## src/rtl/pedal_sensor_cond.sv

```systemverilog
// Pedal sensor conditioning: synchronises the pedal pulse, counts cadence per window and averages torque.
// Define PEDAL_FAST_SIM_EN to shrink the cadence window to 4096 clks for simulation; leave undefined for synthesis.
module pedal_sensor_cond #(
  parameter int CAD_WIN_W = 24,
  parameter int TQ_SHIFT  = 5,
  parameter int NP_THRESH = 2
) (
  input  logic        clk,
  input  logic        rst_n,
  input  logic        cadence_raw,
  input  logic [11:0] torque,
  output logic [11:0] avg_torque,
  output logic [4:0]  cadence,
  output logic        not_pedaling
);

`ifdef PEDAL_FAST_SIM_EN
  localparam int WIN_W = 12;
`else
  localparam int WIN_W = CAD_WIN_W;
`endif
  localparam int ACC_W = 12 + TQ_SHIFT;
  localparam logic [4:0] NP_THRESH_C = 5'(NP_THRESH);

  typedef enum logic {
    PED_IDLE   = 1'b0,
    PED_ACTIVE = 1'b1
  } ped_state_e;

  logic             sync1_q, sync2_q, hist_q;
  logic [WIN_W-1:0] win_cnt_q, win_cnt_d;
  logic [4:0]       edge_cnt_q, edge_cnt_d;
  logic [4:0]       cadence_q, cadence_d;
  logic [ACC_W-1:0] accum_q, accum_d;
  logic             not_pedaling_q, not_pedaling_d;
  ped_state_e       state_q, state_d;

  logic       cad_rise;
  logic       win_wrap;
  logic       seed;
  logic [4:0] edge_inc;

  assign cad_rise = sync2_q & ~hist_q;
  assign win_wrap = &win_cnt_q;
  assign edge_inc = (edge_cnt_q == 5'd31) ? 5'd31 : edge_cnt_q + 5'd1;

  // Synchroniser and history flops; only rising edges of the pedal pulse matter.
  always_ff @(posedge clk or negedge rst_n) begin
    if (!rst_n) begin
      sync1_q <= 1'b0;
      sync2_q <= 1'b0;
      hist_q  <= 1'b0;
    end else begin
      sync1_q <= cadence_raw;
      sync2_q <= sync1_q;
      hist_q  <= sync2_q;
    end
  end

  // A rise on the wrap cycle is counted in the closing window and seeds the new one.
  always_comb begin
    win_cnt_d  = win_cnt_q + WIN_W'(1);
    edge_cnt_d = edge_cnt_q;
    cadence_d  = cadence_q;
    if (win_wrap) begin
      cadence_d  = cad_rise ? edge_inc : edge_cnt_q;
      edge_cnt_d = {4'd0, cad_rise};
    end else if (cad_rise) begin
      edge_cnt_d = edge_inc;
    end
  end

  always_ff @(posedge clk or negedge rst_n) begin
    if (!rst_n) begin
      win_cnt_q  <= '0;
      edge_cnt_q <= '0;
      cadence_q  <= '0;
    end else begin
      win_cnt_q  <= win_cnt_d;
      edge_cnt_q <= edge_cnt_d;
      cadence_q  <= cadence_d;
    end
  end

  // FSM state register.
  always_ff @(posedge clk or negedge rst_n) begin
    if (!rst_n) begin
      state_q <= PED_IDLE;
    end else begin
      state_q <= state_d;
    end
  end

  // FSM next state: decided only at window wrap, from the freshly latched cadence.
  always_comb begin
    state_d = state_q;
    if (win_wrap) begin
      state_d = (cadence_d >= NP_THRESH_C) ? PED_ACTIVE : PED_IDLE;
    end
  end

  // FSM outputs.
  always_comb begin
    not_pedaling_d = (state_d == PED_IDLE);
    seed           = (state_q == PED_IDLE) && (state_d == PED_ACTIVE);
  end

  // Seeding on entry avoids a slow ramp from a stale average; seeding beats a coincident update.
  always_comb begin
    accum_d = accum_q;
    if (seed) begin
      accum_d = {torque, {TQ_SHIFT{1'b0}}};
    end else if ((state_q == PED_ACTIVE) && cad_rise) begin
      accum_d = accum_q - (accum_q >> TQ_SHIFT) + ACC_W'(torque);
    end
  end

  always_ff @(posedge clk or negedge rst_n) begin
    if (!rst_n) begin
      accum_q        <= '0;
      not_pedaling_q <= 1'b1;
    end else begin
      accum_q        <= accum_d;
      not_pedaling_q <= not_pedaling_d;
    end
  end

  assign avg_torque   = accum_q[TQ_SHIFT +: 12];
  assign cadence      = cadence_q;
  assign not_pedaling = not_pedaling_q;

endmodule

```

## config.mk

```make
export PLATFORM = sky130hd
export DESIGN_NAME = pedal_sensor_cond
export DESIGN_NICKNAME = d
export VERILOG_FILES = /design/src/rtl/pedal_sensor_cond.sv
export SDC_FILE = /design/constraint.sdc
export NUM_CORES = 1
export LEC_CHECK = 0
export CORE_UTILIZATION = 46
export CTS_CLUSTER_SIZE = 12
export DETAILED_ROUTE_END_ITERATION = 6
export GPL_ROUTABILITY_DRIVEN = 0
export HOLD_SLACK_MARGIN = 0.06
export PLACE_DENSITY = 0.66
export SLEW_MARGIN = 20
export SYNTH_ARGS = -nofsm -noshare
export SYNTH_HDL_FRONTEND = slang
export SYNTH_SLANG_ARGS = --single-unit
```

## constraint.sdc

```tcl
create_clock -name clk -period 2.55 [get_ports clk]
set_input_delay 0.51 -clock clk [delete_from_list [all_inputs] [get_ports clk]]
set_output_delay 0.51 -clock clk [all_outputs]
set_load 0.03 [all_outputs]
```

# Word level (Yosys, flattened, before mapping)
# Cells that the tools add are included.
# op_classes
addsub	4
multipliers	0
n_div	0
magnitude_cmp	1
eq_ne	1
shift	0
mux	8
bitwise	4
reduce_logical	4
# ops
cell	n
17-bit 2-to-1 mux	2
24-bit by 1-bit adder with 24-bit output, second input constant	1
24-bit AND reduction	1
5-bit 2-to-1 mux	4
17-bit by 12-bit adder with 17-bit output	1
17-bit by 12-bit subtractor with 17-bit output	1
5-bit by 1-bit adder with 5-bit output, second input constant	1
5-bit == test, second input constant	1
5-bit by 2-bit greater-or-equal comparator with 1-bit output, second input constant	1
1-bit NOT	3
1-bit logical AND	2
1-bit 2-to-1 mux	2
2-bit nonzero test	1
1-bit AND	1
# totals
regBits	56
latch_bits	0
ramBits	0
mem_bits_ro	0
in_bits	15
output_inout_bits	18
elab_cells	31
mem_count	0

# Depth between registers and ports, before layout
# Gate-level depths: netlist of the first run.
# logic_depth
word_depth	9
ltp_mapped	11
ltp_nobuf	11

# Worst setup path after synthesis of the first run
# Ideal clock, no wire load.
# synth_path
kind	input-to-reg
start	input torque[1]
end	register accum_q[14]
setup_ns	0.094
arrival_ns	2.905
t_required_ns	2.456
path_slack_ns	-0.449
stages	10
path_buffers	0
cell_sequence	inv_1 -> fa_1 -> inv_1 -> fa_1 -> a21o_1 -> a221oi_2 -> o211ai_2 -> and3_1 -> o31a_1 -> a211oi_1
# synth_between
elab_chain_len	3
# synth_rtl
element	line	rtl
start: declaration	11	input logic [11:0] torque,
17-bit by 12-bit adder with 17-bit output	114	accum_d = accum_q - (accum_q >> TQ_SHIFT) + ACC_W'(torque);
17-bit 2-to-1 mux	113	end else if ((state_q == PED_ACTIVE) && cad_rise) begin
17-bit 2-to-1 mux	111	if (seed) begin
end signal: assignment	123	accum_q <= accum_d;
end: declaration	34	logic [ACC_W-1:0] accum_q, accum_d;
# No other way between the ends. The select of a mux whose other input is x is not followed.
# A chain may end at the register's enable or synchronous reset.

# Final worst setup path of the first run
# layout_path
start	register accum_q[6]
end	register accum_q[14]
# layout_between
elab_chain_len	4
# layout_rtl
element	line
17-bit by 12-bit subtractor with 17-bit output	114
17-bit by 12-bit adder with 17-bit output	114
17-bit 2-to-1 mux	113
17-bit 2-to-1 mux	111
# No other way between the ends. The select of a mux whose other input is x is not followed.

==> metrics.yaml, run 1 <==
cts_tree: "yes"
grt_max_degree: 34
mostFrequentLayoutCells: "55 x dfrtp_1, 55 x buf_4, 41 x inv_1"
wl_per_cell_um: 14.5
via_per_inst: 5.16
yosys_warnings: 0
critPathCaptureType: "flip-flop"
clock_skew_ns: 0.0156
cts_sinks: 56
n_antenna_cell: 0
p_leak_nw: 2.28
area.growth.synth_to_final_pct: 29.9
first_iter_violations: 95
io_pins: 33
async_flop_share_pct: 100
ys_seq_area_share_pct: 37.9
grt_antenna_before_repair: 0
reg2reg_from: "accum_q[6]"
critPathKind: "flip-flop to flip-flop"
required_ns: 2.80
rsz0062_at_grt: "yes"
h-tree-depth: 2
grt_pass1_vias: 2938
synth_cell_type_count: 53
timing.final.crit_share_pct: 107
tightestPinTransition_ns: 0.776
clkLatencyLatePin_ns: 0.32
synth_area_leaders: "dfrtp_1 37%, fa_1 6.5%, ha_1 6.4%"
core_area_mm2: 0.00777
cp_data_arrival_time_ns: 2.97
die_h_um: 91.7
cts.clk_slew.worst_paths_ns: 0.11
dpl_cell_area_mm2: 0.00448
cts_root_buf: "clkbuf_8"
setup_ws_ns: -0.174
synth_top_cell_by_area: "dfrtp_1"
synth_top_area_share_pct: 37.2
setup_viol: 7
drv_cap: 0
dieArea_mm2: 0.00841
powerDensity_mw_per_mm2: 449
hp-class: "primary input to asynchronous set/reset pin"
wl_mm: 8.27
ys.flop_type: "dfrtp_1"
clock.fmax_ghz: 0.367
hpwl_mm: 6.05
worstSetupStartpointType: "flip-flop"
firstDrtPassIters: 4
die_width_um: 91.7
clock_path_buffers: 2
num_vias: 2935
path_max_fanout: 5
r2r_slack_ns: -0.17
synth_seq_cells: 56
start_util_pct: 47.7
rr_worst_depth: 9
dp_slack_ns: -0.843
io_buffers: 32
row_count: 32
synth_fp_nets: 435
drc: 0
design_area_mm2: 0.00481
grt_pass1_wl_mm: 13.8
slew_headroom_pct: 48.3
synth_edf_count: 0
ant_nets: 0
fin_crit_ns: 2.72
violations: "setup timing"
layout.nets: 512
hold_viol: 0
numCtsBuffers: 5
netlist_instances: 389
syn-mean-instance-area_um2: 9.52
r2r_end: "accum_q[14]"
post_route_cells_drive_above_1_share_pct: 26.8
drv_slew: 0
groute.usage.overall_pct: 20.8
gr-total-overflow: 0
critPathLaunch: "accum_q[6]"
vdd_drop_max_mv: 0.295
status: "complete, but fails checks"
cts_hold_buf: 0
syn_area_mm2: 0.00370
-- kinds of logic after synthesis --
logic type | Yosys count | share of synthesized area (%)
fa+ha+maj | 31 | 12.9
xor+xnor | 38 | 8.99
buf+inv | 75 | 9.15
mux | 2 | 0.541
flops | 56 | 37.9
simple gates | 111 | 16.0
compound gates | 76 | 14.5
-- power breakdown --
part	total, mW	leakage [nW]	switching [mW]	internal, mW
registers	0.974	0.665	0.0459	0.928
logic	0.582	1.56	0.292	0.289
clock network	0.607	0.0558	0.309	0.298
-- sequential cells by signal, summed over array words and instances, names as in the netlist --
signal / count
sync2_q: 1
accum_q: 17
state_q: 1
hist_q: 1
edge_cnt_q: 5
not_pedaling: 1
cadence: 5
sync1_q: 1
win_cnt_q: 24
-- critical path, cell delays in order (launching register included) --
cell and delay [ns]:
dfrtp_1 0.41, fa_1 0.56, inv_2 0.05, fa_2 0.37, a21o_1 0.20, a221oi_4 0.28, o211ai_2 0.17, and3_1 0.18
o31a_1 0.28, a211oi_2 0.14
-- layout make-up --
cell class                      count  area (um2)
Clock inverter                      2        38.8
Fill cell                         665        2960
Timing Repair Buffer               89         748
Inverter                           56         218
Tap cell                          102         128
Sequential cell                    56        1400
Multi-Input combinational cell    258        2200
Clock buffer                        6        72.6
-- metrics by stage --
step	setup TNS, ns	power, mW	hold slack, ns	utilization, %	instances
global placement	-8.87	1.47	0.335	57.6	554
finish	-0.602	2.16	0.237	61.9	569
global route	-1.85	2.28	0.318	61.9	569
floorplan	-0.276	1.29	0.214	-	389
detailed placement	-9.23	1.49	0.335	57.6	554
CTS	-0.230	2.15	0.278	60.8	565
-- synth_stat cells (all sizes together), types with 2 or more instances --
cell	n
a211oi	6
a21o	3
a21oi	21
a22oi	3
and2	3
and3	5
and4	6
buf	16
clkbuf	3
dfrtp	55
fa	12
ha	19
inv	56
mux2i	2
nand2	32
nand2b	2
nand3	16
nand4	8
nor2	26
nor3	6
nor4	2
o211a	2
o211ai	5
o21a	5
o21ai	15
o221ai	4
o31ai	4
xnor2	22
xor2	16
-- timing repair --
action | CTS | global route
gates resized for setup | 39 | 13
pin swaps | 31 | 13
buffers inserted | 3 | 4
endpoints found under the setup margin | 12 | 12
-- worst max-delay path by stage --
stage / endpoint / cells after the start / slack, ns
2_1_floorplan: accum_q[16] / 10 / -0.13
3_3_place_gp: accum_q[16] / 11 / -0.79
3_5_place_dp: accum_q[16] / 11 / -0.84
4_1_cts: accum_q[14] / 10 / -0.16
5_1_grt: accum_q[14] / 9 / -0.28
6_report: accum_q[14] / 9 / -0.17
-- routing by layer --
| metal | share of wire [%] | GRT usage [%] | wire length (um) | vias to the layer above |
|---|---|---|---|---|
| met5 | 0 | 0 | 0 | - |
| met4 | 1.2 | 5.47 | 97 | 0 |
| met3 | 3.3 | 4.06 | 270 | 8 |
| met2 | 50 | 36.2 | 4120 | 45 |
| met1 | 46 | 26.6 | 3790 | 1423 |
| li1 | - | - | - | 1459 |
(Power assumes the default switching activity.)
==> inputs of run 2 (changes only) <==
--- a/config.mk
+++ b/config.mk
@@ -6,11 +6,11 @@
 export NUM_CORES = 1
 export LEC_CHECK = 0
 export CORE_UTILIZATION = 46
-export CTS_CLUSTER_SIZE = 12
+export CTS_CLUSTER_SIZE = 8
 export DETAILED_ROUTE_END_ITERATION = 6
 export GPL_ROUTABILITY_DRIVEN = 0
 export HOLD_SLACK_MARGIN = 0.06
-export PLACE_DENSITY = 0.66
+export PLACE_DENSITY = 0.72
 export SLEW_MARGIN = 20
 export SYNTH_ARGS = -nofsm -noshare
 export SYNTH_HDL_FRONTEND = slang
==> metrics.yaml, run 2 (same netlist as run 1, synthesis figures left out) <==
status: "complete, but fails checks"
violations: "setup timing"
clkLatencyLatePin_ns: 0.33
path_cells: "fa_1 -> inv_2 -> fa_2 -> a21o_1 -> a221oi_4 -> o211ai_4 -> and3_4 -> o31a_1 -> a211oi_2"
cts_sinks: 56
io_pins: 33
first_iter_violations: 124
cp_data_arrival_time_ns: 2.93
wl_per_cell_um: 14.9
fin_crit_ns: 2.68
numCtsBuffers: 5
hpwl_mm: 5.99
largest_reg_flops: 24
row_count: 32
required_ns: 2.80
setup_viol: 7
clock.fmax_ghz: 0.373
layout.cells.non_filler: 571
layout_commonest_cell: "buf_4"
cts_tree: "yes"
crit_path_top_delay_cell: "fa_1"
path_max_fanout: 5
powerDensity_mw_per_mm2: 435
dp_cells: 553
die_width_um: 91.7
hp-class: "primary input to asynchronous set/reset pin"
die_h_um: 91.7
cts_root_buf: "clkbuf_8"
area.growth.synth_to_final_pct: 31.4
critPathCaptureType: "flip-flop"
grt_pass1_wl_mm: 14.1
crit_path_max_incr_delay_ns: 0.55
via_per_inst: 5.21
n_antenna_cell: 0
fillers: 647
cts.clk_slew.worst_paths_ns: 0.12
timing.final.crit_share_pct: 105
mostFrequentLayoutCells: "57 x buf_4, 55 x dfrtp_1, 39 x inv_1"
setup_ws_ns: -0.129
regMostFlops: "win_cnt_q"
io_buffers: 32
drv_cap: 0
worstSetupStartpointType: "flip-flop"
start_util_pct: 47.7
cp_num_buf_inv: 1
grt_antenna_before_repair: 0
groute.usage.overall_pct: 21.0
dieArea_mm2: 0.00841
num_vias: 2974
drc: 0
hold_viol: 0
slew_headroom_pct: 52.8
p_leak_nw: 2.30
post_route_cells_drive_above_1_share_pct: 29.0
drv_slew: 0
reg_top3: "win_cnt_q x24, accum_q x17"
gr-total-overflow: 0
core_area_mm2: 0.00777
vdd_drop_max_mv: 0.265
whs_ns: 0.297
clock_skew_ns: 0.0116
grt_pass1_vias: 3133
tightestPinTransition_ns: 0.709
design_area_mm2: 0.00486
ant_nets: 0
wl_mm: 8.48
layout.nets: 514
firstDrtPassIters: 4
clock_path_buffers: 2
cpLargestDelayFamily: "compound AO/OA/AOI/OAI gates"
dpl_cell_area_mm2: 0.00447
grt_max_degree: 57
h-tree-depth: 2
critPathKind: "flip-flop to flip-flop"
final_util_pct: 62.6
rsz0062_at_grt: "yes"
## run 2: cell types whose count changed in the layout (fill, tap and decap cells not counted), sizes merged
cell and delta:
clkbuf -1, dlymetal6s2s +2, clkdlybuf4s50 -4, clkdlybuf4s15 +1, dlygate4sd2 +1, inv +1, buf +2, bufinv -1
clkinvlp +1
## run 2: what timing repair did
item                       CTS  global route
gates cloned                 0             0
pin swaps                   30            25
setup buffers                6             6
setup endpoints to repair   13            12
resized for setup           45            27
hold buffers                 0             0
## run 2: per-layer routing
layer	vias to the layer above	GRT usage, %	share of wire [%]
met5	-	0	0
met2	52	39.7	54
met3	13	3.23	3.1
met4	0	4.30	1.3
li1	1458	-	-
met1	1451	25.3	42
## run 2: final timing paths
check	slack, ns	end	startpoint	depth (start not counted)
hold / removal	0.30	accum_q[4]	rst_n	2
hold reg to reg	0.36	sync2_q	sync1_q	0
max in group asynchronous	1.77	edge_cnt_q[0]	rst_n	2
setup / recovery	-0.13	accum_q[14]	accum_q[6]	9
setup reg to reg	-0.13	accum_q[14]	accum_q[6]	9
min in group clk	0.36	sync2_q	sync1_q	0
## run 2: final cells by class
class	count	area [um2]	area share, %
clock buffer	5	68.8	1.41
tap	102	128	2.62
clock inverter	3	25.0	0.514
sequential	56	1400	28.8
inverter	56	218	4.48
timing repair buffer	91	767	15.8
multi-input combinational	258	2260	46.4
## run 2: where the power goes
part | internal (mW) | switching, mW
clock | 0.202 | 0.336
sequential | 0.928 | 0.0431
combinational | 0.303 | 0.304
total | 1.43 | 0.683
## run 2: per-stage QoR
| stage | worst slack [ns] | total power, mW | setup TNS [ns] |
|---|---|---|---|
| global placement | -0.810 | 1.46 | -8.83 |
| CTS | -0.159 | 2.06 | -0.214 |
| floorplan | -0.131 | 1.29 | -0.276 |
| finish | -0.129 | 2.12 | -0.489 |
| detailed placement | -0.862 | 1.48 | -9.68 |
| global route | -0.250 | 2.23 | -1.58 |
